**src/rtl/sseg_serial_driver.sv**
```systemverilog
// Serial seven-segment frame driver.
// Converts eight hex nibbles (with decimal-point and blink masks) into an
// active-low 64-bit segment frame, shifts it MSB first into an external
// shift-register chain, then strobes the storage latch.
// Ports:
//   clk, rst       : clock, synchronous active-high reset
//   start          : one-shot frame request (sampled only when idle)
//   auto_refresh   : restart a frame automatically after each one completes
//   disp_num       : eight hex digits, digit 7 = [31:28]
//   point_in       : per-digit decimal point enable
//   blink_in       : per-digit blink enable
//   seg_clk        : serial shift clock (receiver samples on rising edge)
//   seg_sout       : serial data, MSB first
//   seg_latch      : storage-register latch strobe
//   busy           : high from frame capture to end of latch phase
//   done           : one-cycle pulse on the last latch cycle
module sseg_serial_driver #(
  parameter int unsigned DIV     = 2,
  parameter int unsigned BLINK_W = 24
) (
  input  logic        clk,
  input  logic        rst,
  input  logic        start,
  input  logic        auto_refresh,
  input  logic [31:0] disp_num,
  input  logic [7:0]  point_in,
  input  logic [7:0]  blink_in,
  output logic        seg_clk,
  output logic        seg_sout,
  output logic        seg_latch,
  output logic        busy,
  output logic        done
);

  localparam int unsigned BIT_CYC = 2 * DIV;
  localparam int unsigned CNT_W   = (BIT_CYC > 1) ? $clog2(BIT_CYC) : 1;
  localparam logic [CNT_W-1:0] CNT_LAST = CNT_W'(BIT_CYC - 1);
  localparam logic [CNT_W-1:0] CNT_HALF = CNT_W'(DIV);

  typedef enum logic [1:0] {IDLE, SHIFT, LATCH} state_t;

  state_t             state_q, state_d;
  logic [5:0]         idx_q, idx_d;
  logic [CNT_W-1:0]   cnt_q, cnt_d;
  logic [63:0]        frame_q, frame_d;
  logic [BLINK_W-1:0] blink_cnt_q;

  logic seg_clk_d, seg_sout_d, seg_latch_d, busy_d, done_d;

  // Active-low {dp,g,f,e,d,c,b,a} code for one hex digit
  function automatic logic [7:0] hex_to_seg(input logic [3:0] nib);
    logic [7:0] code;
    case (nib)
      4'h0: code = 8'hC0;
      4'h1: code = 8'hF9;
      4'h2: code = 8'hA4;
      4'h3: code = 8'hB0;
      4'h4: code = 8'h99;
      4'h5: code = 8'h92;
      4'h6: code = 8'h82;
      4'h7: code = 8'hF8;
      4'h8: code = 8'h80;
      4'h9: code = 8'h90;
      4'hA: code = 8'h88;
      4'hB: code = 8'h83;
      4'hC: code = 8'hC6;
      4'hD: code = 8'hA1;
      4'hE: code = 8'h86;
      default: code = 8'h8E;
    endcase
    return code;
  endfunction

  // Full frame; blanking during the blink phase overrides the point
  function automatic logic [63:0] build_frame(input logic [31:0] num,
                                              input logic [7:0]  pt,
                                              input logic [7:0]  bl,
                                              input logic        phase);
    logic [63:0] f;
    logic [7:0]  b;
    f = '0;
    for (int i = 0; i < 8; i++) begin
      b = hex_to_seg(num[4*i +: 4]);
      if (pt[i]) b[7] = 1'b0;
      if (bl[i] && phase) b = 8'hFF;
      f[8*i +: 8] = b;
    end
    return f;
  endfunction

  // Free-running blink counter
  always_ff @(posedge clk) begin
    if (rst) blink_cnt_q <= '0;
    else     blink_cnt_q <= blink_cnt_q + BLINK_W'(1);
  end

  // Next-state and next-output logic; outputs are decoded from the next state
  // so that the registered outputs line up with the state they describe
  always_comb begin
    state_d = state_q;
    idx_d   = idx_q;
    cnt_d   = cnt_q;
    frame_d = frame_q;
    case (state_q)
      IDLE: begin
        if (start || auto_refresh) begin
          state_d = SHIFT;
          idx_d   = 6'd63;
          cnt_d   = '0;
          frame_d = build_frame(disp_num, point_in, blink_in,
                                blink_cnt_q[BLINK_W-1]);
        end
      end
      SHIFT: begin
        if (cnt_q == CNT_LAST) begin
          cnt_d = '0;
          if (idx_q == 6'd0) state_d = LATCH;
          else               idx_d   = idx_q - 6'd1;
        end else begin
          cnt_d = cnt_q + CNT_W'(1);
        end
      end
      LATCH: begin
        if (cnt_q == CNT_LAST) begin
          state_d = IDLE;
          cnt_d   = '0;
        end else begin
          cnt_d = cnt_q + CNT_W'(1);
        end
      end
      default: state_d = IDLE;
    endcase
    seg_clk_d   = (state_d == SHIFT) && (cnt_d >= CNT_HALF);
    seg_sout_d  = (state_d == SHIFT) && frame_d[idx_d];
    seg_latch_d = (state_d == LATCH);
    busy_d      = (state_d != IDLE);
    done_d      = (state_d == LATCH) && (cnt_d == CNT_LAST);
  end

  // State and output registers
  always_ff @(posedge clk) begin
    if (rst) begin
      state_q   <= IDLE;
      idx_q     <= '0;
      cnt_q     <= '0;
      frame_q   <= '0;
      seg_clk   <= 1'b0;
      seg_sout  <= 1'b0;
      seg_latch <= 1'b0;
      busy      <= 1'b0;
      done      <= 1'b0;
    end else begin
      state_q   <= state_d;
      idx_q     <= idx_d;
      cnt_q     <= cnt_d;
      frame_q   <= frame_d;
      seg_clk   <= seg_clk_d;
      seg_sout  <= seg_sout_d;
      seg_latch <= seg_latch_d;
      busy      <= busy_d;
      done      <= done_d;
    end
  end

endmodule
```
**config.mk**
```make
export PLATFORM = sky130hd
export DESIGN_NAME = sseg_serial_driver
export DESIGN_NICKNAME = d
export VERILOG_FILES = /design/src/rtl/sseg_serial_driver.sv
export SDC_FILE = /design/constraint.sdc
export NUM_CORES = 1
export LEC_CHECK = 0
export ABC_CLOCK_PERIOD_IN_PS = 2500
export CELL_PAD_IN_SITES_DETAIL_PLACEMENT = 1
export CELL_PAD_IN_SITES_GLOBAL_PLACEMENT = 2
export CORE_MARGIN = 2
export CORE_UTILIZATION = 32
export CTS_CLUSTER_DIAMETER = 60
export DETAILED_ROUTE_END_ITERATION = 12
export HOLD_SLACK_MARGIN = 0.15
export PLACE_DENSITY_LB_ADDON = 0.1
export SKIP_CTS_REPAIR_TIMING = 1
export SYNTH_ARGS = -nofsm -noshare
export SYNTH_HDL_FRONTEND = slang
export SYNTH_SLANG_ARGS = --single-unit
```
**constraint.sdc**
```tcl
create_clock -name clk -period 2.5 [get_ports clk]
set_input_delay 0.375 -clock clk [delete_from_list [all_inputs] [get_ports clk]]
set_output_delay 0.375 -clock clk [all_outputs]
set_load 0.1 [all_outputs]
```
# Yosys cells after proc, flatten, opt, wreduce, memory -nomap -nowiden
# Memories as Yosys holds them, arrays and structs flattened.
# Index checks and enable logic that the tools add are counted.
# W data, S select, Z words.
dict set report word_totals {
  regBits 103
  latch_bits 0
  mem_bits_rw 0
  rom_bits 896
  input_bits 52
  out_inout_bits 5
  word_cells 77
  memories 8
}
dict set report classes {
  addsub 3
  multipliers 0
  div 0
  n_lt_le_gt_ge 2
  eq_ne 6
  shifts 0
  n_mux 32
  n_bitwise 0
  n_reduce_logical 16
}
# name depth width read_ports rd_clocked_by_memory_dff write_ports line_no
set mem_list {}
lappend mem_list {{(name not given)} 16 7 1 0 0 53} ;# case (nib)
lappend mem_list {{(name not given)} 16 7 1 0 0 53}
lappend mem_list {{(name not given)} 16 7 1 0 0 53}
lappend mem_list {{(name not given)} 16 7 1 0 0 53}
lappend mem_list {{(name not given)} 16 7 1 0 0 53}
lappend mem_list {{(name not given)} 16 7 1 0 0 53}
lappend mem_list {{+2 memories} - - - - - -}
# operator count
set op_table {}
lappend op_table {{$mux W64} 2}
lappend op_table {{$mux W8} 8}
lappend op_table {{$add A24 B1 Y24 const B} 1}
lappend op_table {{$mux W6} 3}
lappend op_table {{$mux W2} 6}
lappend op_table {{$pmux W6 S2} 1}
lappend op_table {{$logic_and A1 B1 Y1} 11}
lappend op_table {{$mux W1} 9}
lappend op_table {{$eq A2 B2 Y1 const B} 4}
lappend op_table {{$lt A6 B7 Y1 const B} 1}
lappend op_table {{$bmux W1 S6} 1}
lappend op_table {{$logic_not A6 Y1} 1}
lappend op_table {{$pmux W2 S3} 1}
lappend op_table {{$sub A6 B1 Y6 const B} 1}
lappend op_table {{$eq A2 B1 Y1 const B} 2}
lappend op_table {{$pmux W2 S2} 1}
lappend op_table {{$add A2 B1 Y2 const B} 1}
lappend op_table {{$ge A2 B2 Y1 const B} 1}
lappend op_table {{$logic_not A2 Y1} 1}
lappend op_table {{$reduce_bool A2 Y1} 1}
lappend op_table {{$reduce_or A2 Y1} 1}
lappend op_table {{$logic_or A1 B1 Y1} 1}

# Longest topological paths before layout
# Gate-level depths: netlist of run 1.
dict set report logic_depth {
  depth_word 7
  ltp_mapped 14
  ltp_nobuf 10
}

# Worst setup path after synthesis of run 1
# No wires, ideal clock.
dict set report synth_timing {
  kind {reg2reg}
  from {register idx_q[0]}
  to {register seg_sout}
  setup_time_ns 0.070
  arrival_ns 2.435
  setup_slack_ns -0.005
  stages_incl_launch_ff 12
  path_buffers 1
  synth_period_minus_slack_ns 2.505
  cell_sequence {dfxtp_1 inv_1 ha_1 and4bb_1 or4_4 and3_4 buf_6 nand3_1 o22ai_1 a311o_1 a221oi_1 o2bb2ai_1}
}
dict set report synth_via {
  elab_chain_cells 7
}
# element line_no
set synth_lines {}
lappend synth_lines {{start, declared} 43} ;# logic [5:0] idx_q, idx_d;
lappend synth_lines {{start signal, assigned} 154} ;# idx_q <= idx_d;
lappend synth_lines {{$sub A6 B1 Y6 / $logic_not A6 Y1 (equally long branches)} {118, 117}}
lappend synth_lines {{$mux W6} 117} ;# if (idx_q == 6'd0) state_d = LATCH;
lappend synth_lines {{$mux W6} 115} ;# if (cnt_q == CNT_LAST) begin
lappend synth_lines {{$pmux W6 S2} 104} ;# case (state_q)
lappend synth_lines {{$bmux W1 S6} 134} ;# seg_sout_d = (state_d == SHIFT) && frame_d[idx_d];
lappend synth_lines {{$mux W1 (not written as such)} 134}
lappend synth_lines {{$logic_and A1 B1 Y1 (*)} 134}
lappend synth_lines {{end signal, assigned} 158} ;# seg_sout <= seg_sout_d;
lappend synth_lines {{end, declared} 29} ;# output logic seg_sout,
# Every way passes the cells marked *; elsewhere a longest branch is shown, timed or not. The select of a mux whose other input is x is not followed.
# A chain may end at the register's enable or synchronous reset.

# Final worst setup path of run 1
# Ends and elaborated chain as after synthesis.

==> results.cfg, run 1 <==
[outcome]
outcome = finished, violations left
violations = negative setup slack

[global_routing]
busiest_layer = met2
overflow = 0
met1_usage_pct = 25.8
antenna_found_initial = 0
grt_usage_pct = 19.4
grt_pass1_vias = 7045
grt_max_degree = 99
grtUsageMet2_pct = 33.4
grt_use_met3_pct = 2.41
grt_pass1_wl_um = 35300

[setup_path]
path_cells = inv_2 -> ha_4 -> nor4b_4 -> a22oi_2 -> o21ai_4 -> buf_4 -> clkbuf_16 -> o221a_2 -> a211oi_2 -> a211oi_1 -> a311o_1 -> o2bb2ai_1
crit_cells = 12
ff2ff_path_depth = 12
crit_buf_inv = 3
required_ns = 2.80
critPathKind = reg -> reg
cpLargestDelayFamily = compound AO/OA/AOI/OAI gates
end_kind = register
critPathSlowestCell = dfxtp_1
worstPathArrival_ns = 2.88
start_kind = register
path_max_fanout = 8
critical_path.max_stage_delay_ns = 0.35

[yosys]
syn-num-nets = 970
synth_seq_cells = 103
ys_types = 66
yosys.area.top_type = dfxtp_1
netlist_instances = 854
synth_fa_ha_area_share_pct = 11.7
synth-edff-count = 0
synth_common_cells = 113 x nor2_1, 103 x dfxtp_1, 77 x nand2_1, 64 x ha_1, 56 x o21ai_0
synthMuxAreaShare_pct = 6.23
yosysMostFrequentCell = nor2_1
synth_top_family_by_area = simple AND/OR/NAND/NOR gates
synth-async-reset-ratio_pct = 0
avgSynthCellArea_um2 = 7.99
yosysWarnings = 0
synthTopCellsByArea = dfxtp_1 30%, ha_1 12%, nor2_1 6.2%
synthFlopType = dfxtp_1
synthSimpleGateAreaFrac_pct = 22.0
syn_area_mm2 = 0.00682
synth_xor_area_share_pct = 2.31
synth_top_area_share_pct = 30.2
synth_compound_area_share_pct = 21.9
seq_area_frac_synth_pct = 30.2

[floorplanning]
die_h_um = 150
core_area_mm2 = 0.0210
dieArea_mm2 = 0.0225
row_count = 53
io_pins = 57
initial_core_util_pct = 32.6
die_w_um = 150

[pwr]
swShare_pct = 32.3
p_per_area_mw_per_mm2 = 525
clock_power_share_pct = 30.9
comb_power_share_pct = 32.0
seq_power_share_pct = 37.1
irDropWorstVdd_uv = 370
p_int_mw = 3.36
p_sw_mw = 1.60
p_leak_nw = 4.00

[timing]
setup_viol = 1
finalHoldViolCount = 0
tightest_slew_ns = 0.594
clock_skew_ns = 0.00953
maxSlewViolCount = 0
period_share_pct = 103
max_freq_ghz = 0.387
period_minus_slack_ns = 2.59
relSlewSlack_pct = 60.1
rsz0062_at_grt = yes
worst_slack_ns = -0.0851

[flow_run]
cap_violations = 0

[finish]
finalInstanceArea_mm2 = 0.00943
syn_to_final_growth_pct = 38.2
nFillCells = 2551
diodes = 0
drive_gt1_share_pct = 24.6
final_nets = 1165
final_cell_count_no_fill = 1329

[clock_network]
htreeDepth = 3
cts_sinks = 103
clk_transition_reported_paths_ns = 0.08
clk_latency_ns = 0.36
cts-root-buf = clkbuf_16
cts_tree = built
numCtsBuffers = 9
cts_buffer_depth = 2

[place]
post_dp_cell_area_mm2 = 0.00885
preCtsSetupSlack_ns = -0.391
gp_routability_congestion = 0.870
hpwl_um = 16300
portBuffers = 56
dp_cells = 1302

[worst_hold_path]
hp-class = reg -> reg
whs_path_depth = 1

[routing]
ant_nets = 0
dr_total_vias = 6834
route.detailed.drc = 0
dr.pass1.iters = 4
drt-initial-drc-count = 253
via_per_inst = 5.14
wl_per_cell_um = 16.3
routed_wl_um = 21700
layout by cell type (no fill, tap or decap), types with 6 or more instances in the layout:
| cell | n |
|---|---|
| nor3_1 | 23 |
| nor2_1 | 113 |
| buf_4 | 178 |
| a211oi_1 | 32 |
| nand2b_1 | 8 |
| a22oi_1 | 6 |
| o21ai_0 | 56 |
| nand3_1 | 19 |
| and3_1 | 8 |
| inv_1 | 33 |
| a21oi_1 | 46 |
| clkbuf_16 | 11 |
| buf_12 | 6 |
| nor2b_1 | 28 |
| nand2_1 | 75 |
| a311oi_1 | 13 |
| mux2i_1 | 19 |
| dfxtp_1 | 100 |
| xor2_1 | 13 |
| clkdlybuf4s50_1 | 50 |
| or3_1 | 7 |
| ha_1 | 60 |
| mux2_2 | 10 |
| a31oi_1 | 9 |
| o22ai_1 | 10 |
layout make-up:
type / instances / area (um^2) / share of cell area [%]
Multi-Input combinational cell: 661 / 4550 / 48.2
Sequential cell: 103 / 2070 / 21.9
Timing Repair Buffer: 238 / 2020 / 21.4
Tap cell: 275 / 344 / 3.65
Clock buffer: 9 / 225 / 2.39
Inverter: 36 / 135 / 1.43
Clock inverter: 7 / 91.3 / 0.968
state kept, by name, summed over array words and instances (netlist names):
name and cells:
frame_q 64, blink_cnt_q 24, idx_q 6, cnt_q 2
state_q 2, busy 1, done 1, seg_clk 1
seg_latch 1, seg_sout 1
per-layer routing:
metal	wire length, um	share of wire (%)	up-vias
li1	-	-	3440
met1	10700	49	3310
met2	10300	47	64
met3	412	1.9	20
met4	322	1.5	0
met5	0	0	-
worst paths after layout:
check	start	endpoint	slack, ns
hold / removal	blink_cnt_q[0]	blink_cnt_q[0]	0.46
setup / recovery	idx_q[0]	seg_sout	-0.09
hold reg to reg	blink_cnt_q[0]	blink_cnt_q[0]	0.46
setup reg to reg	idx_q[0]	seg_sout	-0.09
per-stage QoR:
step / TNS [ns] / total power [mW] / hold WS [ns] / utilization, %
2_1_floorplan: 0 / 2.65 / 0.413 / -
3_3_place_gp: -0.368 / 3.30 / 0.421 / 42.2
3_5_place_dp: -0.391 / 3.36 / 0.451 / 42.2
4_1_cts: -0.282 / 4.90 / 0.464 / 43.7
5_1_grt: -0.168 / 5.24 / 0.497 / 45.0
6_report: -0.0851 / 4.96 / 0.462 / 45.0
cells by family (layout without fill, tap and decap cells):
logic type	count (synthesis)	count (layout)
xor gates and xnor gates	18	18
AOI/OAI and AO/OA	225	226
muxes	35	35
buffers and inverters	91	290
adders and majority gates	64	64
and+or+nand+nor	318	318
DFF	103	103
power by group through the flow:
stage | clock, mW | sequential (mW) | combinational (mW)
finish | 1.53 | 1.84 | 1.59
global route | 1.65 | 1.85 | 1.74
CTS | 1.57 | 1.83 | 1.49
detailed placement | 0 | 1.87 | 1.48
global placement | 0 | 1.87 | 1.44
floorplan | 0 | 1.89 | 0.759
(Power assumes the default switching activity.)
==> run 2: changes to the inputs <==
--- a/config.mk
+++ b/config.mk
@@ -15,6 +15,7 @@
 export HOLD_SLACK_MARGIN = 0.15
 export PLACE_DENSITY_LB_ADDON = 0.1
 export SKIP_CTS_REPAIR_TIMING = 1
+export SLEW_MARGIN = 15
 export SYNTH_ARGS = -nofsm -noshare
 export SYNTH_HDL_FRONTEND = slang
 export SYNTH_SLANG_ARGS = --single-unit
==> results of run 2 <==
Final layout, timing and power as in run 1 (identical DEF).
==> run 3: changes to the inputs <==
--- a/config.mk
+++ b/config.mk
@@ -10,7 +10,6 @@
 export CELL_PAD_IN_SITES_GLOBAL_PLACEMENT = 2
 export CORE_MARGIN = 2
 export CORE_UTILIZATION = 32
-export CTS_CLUSTER_DIAMETER = 60
 export DETAILED_ROUTE_END_ITERATION = 12
 export HOLD_SLACK_MARGIN = 0.15
 export PLACE_DENSITY_LB_ADDON = 0.1
==> results of run 3 <==
Final layout, timing and power as in run 1 (identical DEF).
==> variant (config.mk and constraints of run 1) <==
Set the parameter `DIV` to 4 (it was 2).
--- a/src/rtl/sseg_serial_driver.sv
+++ b/src/rtl/sseg_serial_driver.sv
@@ -17,3 +17,3 @@
 module sseg_serial_driver #(
-  parameter int unsigned DIV     = 2,
+  parameter int unsigned DIV     = 4,
   parameter int unsigned BLINK_W = 24
Formal check against the unedited RTL: not equivalent (a bounded check fails within 4 cycles, from zero or initial values and one cycle with rst high).
==> variant against run 1 <==
The run still ends with setup timing left; critical path depth unchanged; cell area decreased by 0.48%; hold slack got worse by 15 ps; wire length increased by 0.79%; sequential cell count increased by 1; synthesized area increased by 0.77%; setup slack got worse by 350 ps; power increased by 3.5%; critical endpoint unchanged; largest power group unchanged.
==> variant: results (changes against run 1) <==
metric	value	unit	change
met3 wire length	527	microns	+28%
reg2reg start	idx_q[1]		
Buffers excl. clock	244		+2.5%
multiplexer share of the synthesized area	6.423	%	+0.19 points
sequential element share of the synthesized area	30.28	%	+0.060 points
Synth area leaders	dfxtp_1 (30%), ha_1 (12%), nor2_1 (6.8%)		
vias in the first global route	7341		+4.2%
sw frac	31.21	%	-1.1 points
invs w/o clock	35		-2.8%
layout cell share with drive strength beyond 1	23.96	%	-0.61 points
M1 wire length	9.917	mm	-7.4%
layout net count	1169		+0.34%
met2 WL	11.09	mm	+8.1%
hold slack	446.8	ps	-15.11 ps
All-Layer GR Usage	19.62	%	+0.23 points
Hold Path Class	input pin to flip-flop		
CP max-delay cell	or4b_4		
setup violators final	1		unchanged
cell leakage power	0.004054	uW	+1.2%
Via density	5.174		+0.61%
Hold Crit Start	rst		
worst path arrival time	3180	ps	+300 ps
met1 usage	23.95	%	-1.8 points
syn_nets	971		+0.10%
post-synthesis compound-gate area fraction	22.60	%	+0.71 points
met3 Track Usage GR	3.333	%	+0.92 points
failing checks	setup timing		
FF/Latch Area	2085	sq um	+0.91%
largest stage delay on the critical path	520	ps	+170 ps
Setup WS post-layout	-440.1	ps	-355.0 ps
comb_multi_in	658		-0.45%
status	finished with violations		
Sink Count	104		+0.97%
Worst Hold Depth	2		+1
Synth top cells by count	nor2_1 (124), dfxtp_1 (104), nand2_1 (67)		
initial DRC count	198		-22%
GRT met2 Usage	35.68	%	+2.3 points
VDD IR max	0.0003401	V	-8.2%
critical-path maximum fanout	6		-2
clock buf count	11		+2
[variant: cell types whose count changed after synthesis, moves of 4 or more]
cell / before / now
a211oi_1: 33 / 18
a21o_1: 0 / 4
o22ai_1: 11 / 19
nor2_1: 113 / 124
nand3_1: 22 / 15
mux2i_1: 20 / 16
clkbuf_1: 35 / 43
or3_1: 7 / 3
nor2b_1: 28 / 35
nand2_1: 77 / 67
nor3_1: 24 / 14
a32oi_1: 0 / 5
[variant: per-stage QoR]
| step | setup WS (ps) | std cells | total power, uW | area [sq um] |
|---|---|---|---|---|
| floorplan | -126.0 | 854 | 2832 | 6945 |
| global placement | -424.7 | 1307 | 3550 | 8957 |
| detailed placement | -501.2 | 1307 | 3620 | 8957 |
| CTS | -500.5 | 1322 | 5127 | 9260 |
| global route | -504.5 | 1331 | 5439 | 9388 |
| finish | -440.1 | 1331 | 5130 | 9388 |
